`config.mk`:
```
export PLATFORM = sky130hd
export DESIGN_NAME = display_scanner
export DESIGN_NICKNAME = d
export VERILOG_FILES = /design/src/rtl/display_scanner.sv
export SDC_FILE = /design/constraint.sdc
export NUM_CORES = 1
export LEC_CHECK = 0
export ABC_AREA = 0
export BUFFER_PORTS_ARGS = -buffer_cell sky130_fd_sc_hd__buf_2
export CAP_MARGIN = 20
export CELL_PAD_IN_SITES_DETAIL_PLACEMENT = 1
export CELL_PAD_IN_SITES_GLOBAL_PLACEMENT = 1
export CORE_UTILIZATION = 47
export CTS_BUF_LIST = sky130_fd_sc_hd__clkbuf_8
export DETAILED_ROUTE_END_ITERATION = 10
export MAX_ROUTING_LAYER = met4
export PLACE_DENSITY_LB_ADDON = 0.1
export SLEW_MARGIN = 40
export SYNTH_ARGS = -nofsm -noshare
export SYNTH_HDL_FRONTEND = slang
export SYNTH_SLANG_ARGS = --single-unit
```
`constraint.sdc`:
```
create_clock -name clk -period 4.35 [get_ports clk]
set_input_delay 0.2175 -clock clk [delete_from_list [all_inputs] [get_ports clk]]
set_output_delay 0.2175 -clock clk [all_outputs]
set_load 0.05 [all_outputs]
```
`src/rtl/display_scanner.sv`:
```
// ---------------------------------------------------------------------------
// display_scanner
//   Time-multiplexed driver for a 4-digit, 7-segment hex display.
//   A prescaler divides each digit slot into DIV clock cycles. The first
//   BLANK_CYC cycles of every slot are forced dark, which suppresses ghosting
//   while the anode decoder switches. New display data is double-buffered.
//   A load request is captured into a pending buffer. That buffer is
//   committed only at the frame boundary (digit_sel wrapping 3->0), so the
//   digits never change in the middle of a frame.
//
// Ports
//   clk         system clock; all state changes on the rising edge
//   rst_n       synchronous, active-low reset
//   value       four hex digits; digit d = value[4d+3:4d]
//   dp_mask     bit d lights the decimal point of digit d
//   blank_mask  bit d forces digit d dark
//   load        one-cycle capture request for value/dp_mask/blank_mask
//   load_ack    one-cycle pulse when pending data is committed
//   digit_sel   active digit index (feeds the external anode decoder)
//   seg_n       segments {g,f,e,d,c,b,a}, active-low
//   dp_n        decimal point, active-low
//   frame_tick  one-cycle pulse in the first cycle after digit_sel wraps 3->0
// ---------------------------------------------------------------------------
module display_scanner #(
   parameter int DIV       = 50000,
   parameter int BLANK_CYC = 500
) (
   input  logic        clk,
   input  logic        rst_n,
   input  logic [15:0] value,
   input  logic [3:0]  dp_mask,
   input  logic [3:0]  blank_mask,
   input  logic        load,
   output logic        load_ack,
   output logic [1:0]  digit_sel,
   output logic [6:0]  seg_n,
   output logic        dp_n,
   output logic        frame_tick
);

   localparam int            CW   = (DIV > 1) ? $clog2(DIV) : 1;
   localparam logic [CW-1:0] LAST = CW'(DIV - 1);

   // Active-low hex font, bit order {g,f,e,d,c,b,a}.
   function automatic logic [6:0] hex_font(input logic [3:0] nib);
      logic [6:0] s;
      case (nib)
         4'h0:    s = 7'b1000000;
         4'h1:    s = 7'b1111001;
         4'h2:    s = 7'b0100100;
         4'h3:    s = 7'b0110000;
         4'h4:    s = 7'b0011001;
         4'h5:    s = 7'b0010010;
         4'h6:    s = 7'b0000010;
         4'h7:    s = 7'b1111000;
         4'h8:    s = 7'b0000000;
         4'h9:    s = 7'b0010000;
         4'hA:    s = 7'b0001000;
         4'hB:    s = 7'b0000011;
         4'hC:    s = 7'b1000110;
         4'hD:    s = 7'b0100001;
         4'hE:    s = 7'b0000110;
         default: s = 7'b0001110;
      endcase
      return s;
   endfunction

   logic [CW-1:0] cnt;
   logic          pend;
   logic [15:0]   pend_v;
   logic [3:0]    pend_dp;
   logic [3:0]    pend_bl;
   logic [15:0]   com_v;
   logic [3:0]    com_dp;
   logic [3:0]    com_bl;

   logic          slot_end;
   logic          commit;
   logic [CW-1:0] cnt_nx;
   logic [1:0]    sel_nx;
   logic [15:0]   com_v_nx;
   logic [3:0]    com_dp_nx;
   logic [3:0]    com_bl_nx;
   logic [3:0]    digit_nx;
   logic          dark_nx;
   logic [6:0]    seg_nx;
   logic          dp_nx;

   // The outputs are registered. They are therefore computed from the
   // *next* prescaler, digit and committed data. This keeps seg_n/dp_n
   // aligned with the digit_sel value that is shown in the same cycle.
   always_comb begin
      slot_end  = (cnt == LAST);
      commit    = slot_end && (digit_sel == 2'd3) && pend;
      cnt_nx    = slot_end ? '0 : cnt + CW'(1);
      sel_nx    = slot_end ? digit_sel + 2'd1 : digit_sel;
      com_v_nx  = commit ? pend_v  : com_v;
      com_dp_nx = commit ? pend_dp : com_dp;
      com_bl_nx = commit ? pend_bl : com_bl;
      digit_nx  = com_v_nx[{sel_nx, 2'b00} +: 4];
      dark_nx   = (int'(cnt_nx) < BLANK_CYC) || com_bl_nx[sel_nx];
      seg_nx    = dark_nx ? 7'h7F : hex_font(digit_nx);
      dp_nx     = dark_nx ? 1'b1  : ~com_dp_nx[sel_nx];
   end

   always_ff @(posedge clk) begin
      if (!rst_n) begin
         cnt        <= '0;
         digit_sel  <= 2'd0;
         pend       <= 1'b0;
         pend_v     <= 16'h0;
         pend_dp    <= 4'h0;
         pend_bl    <= 4'h0;
         com_v      <= 16'h0;
         com_dp     <= 4'h0;
         com_bl     <= 4'hF;
         seg_n      <= 7'h7F;
         dp_n       <= 1'b1;
         load_ack   <= 1'b0;
         frame_tick <= 1'b0;
      end else begin
         cnt        <= cnt_nx;
         digit_sel  <= sel_nx;
         com_v      <= com_v_nx;
         com_dp     <= com_dp_nx;
         com_bl     <= com_bl_nx;
         seg_n      <= seg_nx;
         dp_n       <= dp_nx;
         load_ack   <= commit;
         frame_tick <= slot_end && (digit_sel == 2'd3);
         // A load on the commit edge replaces the buffer that is being
         // committed in this same edge. The pending flag stays set in
         // that case.
         if (load) begin
            pend    <= 1'b1;
            pend_v  <= value;
            pend_dp <= dp_mask;
            pend_bl <= blank_mask;
         end else if (commit) begin
            pend    <= 1'b0;
         end
      end
   end

endmodule
```
==> flow_summary_export.csv <==
group,metric,value,unit
logic_synthesis,synth.avg_cell_area,8.76,um^2
clock_tree,clkLatencyLatePin,360,ps
floorplanning,dieWidth,94.0,um
floorplanning,row_count,33,
global_route,antenna_found_initial,0,
routing,first_pass_iters,4,
hold_path,worst_hold_path.endpoint,"pend_dp[0]",
routing,via_per_inst,5.64,
routing,wl_per_cell,16.7,um
logic_synthesis,synthDistinctLibCells,56,
routing,wirelength,9.86,mm
flow_run,maxCapViolations,0,
placed_design,portBuffers,38,
floorplanning,initial_core_util,48.4,%
logic_synthesis,synth_top_family_by_area,"simple AND/OR/NAND/NOR gates",
clock_tree,root_buffer,"clkbuf_8",
timing,drv_slew,0,
logic_synthesis,yosys_register_bits,77,
pwr,p_leak,1.66,nW
global_route,busiest_layer,"met2",
clock_tree,cts_buffer_depth,2,
placed_design,dp_hpwl,7.03,mm
setup_path,end_kind,"flop",
logic_synthesis,synthSimpleGateAreaFrac,26.7,%
setup_path,r2r_cells,14,
timing,rsz0062_at_grt,"no",
setup_path,required,4560,ps
final_layout,ff_latch_area,1540,um^2
logic_synthesis,synthXorXnorAreaFrac,2.86,%
floorplanning,die_y,94.0,um
hold_path,hold_depth,3,
setup_path,reg2reg_to,"seg_n[0]",
global_route,grt_pass1_wl,16.5,mm
timing,fin_skew,10.5,ps
clock_tree,cts_resized,0,
logic_synthesis,syn-instance-count,454,
run_status,outcome,"finished, final reports clean",
setup_path,critPathMaxFanout,8,
clock_tree,cts-buffers-inserted,9,
clock_tree,path_clk_slew,80,ps
timing,fin_crit,3970,ps
floorplanning,io-pin-count,39,
final_layout,synthToLayoutAreaGrowth,11.2,%
setup_path,slowest_stage,"nor4_2",
routing,dr.first_iter.drc_count,121,
logic_synthesis,muxShareOfSynthArea,12.5,%
hold_path,hp-start,"dp_mask[0]",
final_layout,drive_gt1_share,15.9,%
logic_synthesis,synth-async-reset-ratio,0,%
placed_design,place.gp.congestion,0.834,
timing,hold_violations,0,
logic_synthesis,synth_edf_count,0,
logic_synthesis,synthAdderAreaFrac,2.20,%
logic_synthesis,syn-num-nets,488,
logic_synthesis,synth-compound-area-share,13.1,%
floorplanning,die_area,8840,um^2
routing,postRouteAntennaNets,0,
setup_path,path_delay_family,"simple AND/OR/NAND/NOR gates",
global_route,grtUsageMet1,31.6,%
logic_synthesis,netlist_area,3980,um^2
clock_tree,htree_levels,3,
timing,final.setup.tns,0,ps
global_route,grt_use_met3,4.53,%
timing,maxSlewHeadroom,48.3,%
pwr,ir_worst_vdd,0.164,mV
final_layout,diodes,0,
setup_path,critical_path_arrival,4180,ps
routing,vias,3329,
timing,period_share,91.3,%
final_layout,multi_input_area,2290,um^2
global_route,grt_max_degree,63,
setup_path,slowest_delay,610,ps
setup_path,critPathKind,"reg -> reg",
final_layout,final_core_util,53.8,%
floorplanning,coreArea,8220,um^2
global_route,use_met2,40.0,%
global_route,first_global_vias,3347,
hold_path,hold_class,"in -> reg",
timing,max_freq,252,MHz
pwr,powerDensity,302,nW/um^2
setup_path,rrSetupSlack,380,ps
clock_tree,cts_tree,"done",
timing,setup_viol,0,
logic_synthesis,yosys_most_used_dff,"dfxtp_1",
setup_path,r2r_start,"cnt[0]",
logic_synthesis,yosys_warnings,0,
setup_path,crit_path_start_kind,"flop",
global_route,grt-ovfl-total,0,
logic_synthesis,ys_seq_area_share,38.7,%
global_route,grt_use_total,24.9,%
final_layout,fillCellCount,974,
clock_tree,post_cts_buffers,0,
clock_tree,hold_buffers,0,
clock_tree,clock_sinks,77,
setup_path,path_buf_inv,1,
final_layout,fin_nets,515,
setup_path,worstPathCellList,"ha_1, nand4b_1, nor4_2, xnor2_1, a2111oi_0, nor3_1, nand2_1, inv_1, ha_1, a21oi_1, nand4_1, mux2_2, nand2_1, o31ai_1",
routing,drc,0,
timing,worst_slew_pin_slew,776,ps
[metal layers]
metal | part of all wire (%) | vias up | routed length, um
met5 | 0 | - | 0
met4 | 1.3 | 0 | 133
met3 | 3.1 | 12 | 307
met2 | 47 | 57 | 4670
met1 | 48 | 1612 | 4750
li1 | - | 1648 | -
[power by group]
part | switching (mW) | internal [mW] | total [mW]
combinational | 0.0295 | 0.0343 | 0.0638
clock | 0.264 | 0.275 | 0.538
sequential | 0.0156 | 0.721 | 0.736
[how the worst max path moves through the flow]
stage	start	endpoint	slack, ps	cells after the start
global route	cnt[0]	seg_n[0]	60	14
global placement	cnt[0]	seg_n[0]	620	14
floorplan	cnt[11]	seg_n[0]	920	15
CTS	cnt[0]	seg_n[0]	330	14
detailed placement	cnt[0]	seg_n[0]	350	14
finish	cnt[0]	seg_n[0]	380	14
[registers in the layout, summed over array words and instances (netlist names), 2 cells and up]
register   count
cnt           16
pend_v        16
com_bl         4
pend_dp        4
com_v         16
pend_bl        4
com_dp         4
digit_sel      2
seg_n          7
[synth_stat cells (4+ instances only)]
cell	number	area share (%)
a21boi_0	20	3.8
a21oi_1	9	1.1
and2_1	7	1.1
and3_1	6	0.94
clkbuf_1	23	2.2
dfxtp_1	77	39
ha_1	7	2.2
inv_1	6	0.57
mux2_2	8	2.3
mux2i_1	36	9.1
nand2_1	70	6.6
nand2b_1	4	0.63
nand3_1	18	2.3
nand3b_1	5	0.94
nand4_1	10	1.6
nor2_1	19	1.8
nor2b_1	32	5.0
nor3_1	10	1.3
nor4_1	4	0.63
o211ai_1	8	1.5
o21ai_0	7	0.88
o21ai_1	5	0.63
xnor2_1	7	1.5
xor2_1	6	1.3
[cell families (layout without fill, tap and decap cells)]
kind of cell	Yosys count	after routing
buf+inv	36	67
xor+xnor	13	13
simple gates	202	202
fa+ha+maj	7	7
compound gates	73	73
mux	46	46
flops	77	77
[through the flow]
step                std cells  hold slack, ps  setup WS [ps]  power, mW  instance area [um^2]
finish                    590             118            378       1.34                  4420
detailed placement        575             462            345      0.817                  4230
floorplan                 454             387            920      0.792                  3980
CTS                       590             108            328       1.35                  4420
global placement          575             451            619      0.813                  4230
global route              590             125           61.7       1.39                  4420
[area by class of cell]
class | count | area share [%]
multi-input cells | 341 | 51.7
flip-flops and latches | 77 | 34.8
repair buffers | 46 | 5.66
clock buffers | 10 | 3.11
well taps | 105 | 2.97
clock inverters | 5 | 1.19
inverters | 6 | 0.509
[worst register-to-register path, delay by kind of cell, from the launching register on]
family                     cells  cell delay [ps]
and+or+nand+nor                6             1430
AOI/OAI and AO/OA              3              730
adders and majority gates      2              540
DFF                            1              430
xor gates and xnor gates       1              310
muxes                          1              280
buffers and inverters          1              100
[layout by cell type, fill, tap and decap left out, drive strengths merged, types with 2 or more instances in the layout]
cell	n
a21boi	20
o2111ai	2
nand2b	4
ha	7
mux2i	36
nand2	70
o31ai	3
buf	46
clkbuf	10
nand4	10
inv	7
or4bb	2
o21ai	12
and2	7
nor2b	32
o21bai	3
nor2	20
clkinv	3
and3	6
xnor2	7
nand3b	5
mux2	8
a21oi	9
nand3	18
nor3b	2
o211ai	8
o22a	2
a211oi	2
or3	3
nand4b	2
nor4	5
xor2	6
mux4	2
dfxtp	77
nor3	10
a31oi	2
a221o	2
No activity file was read; power rests on OpenSTA's default activity.
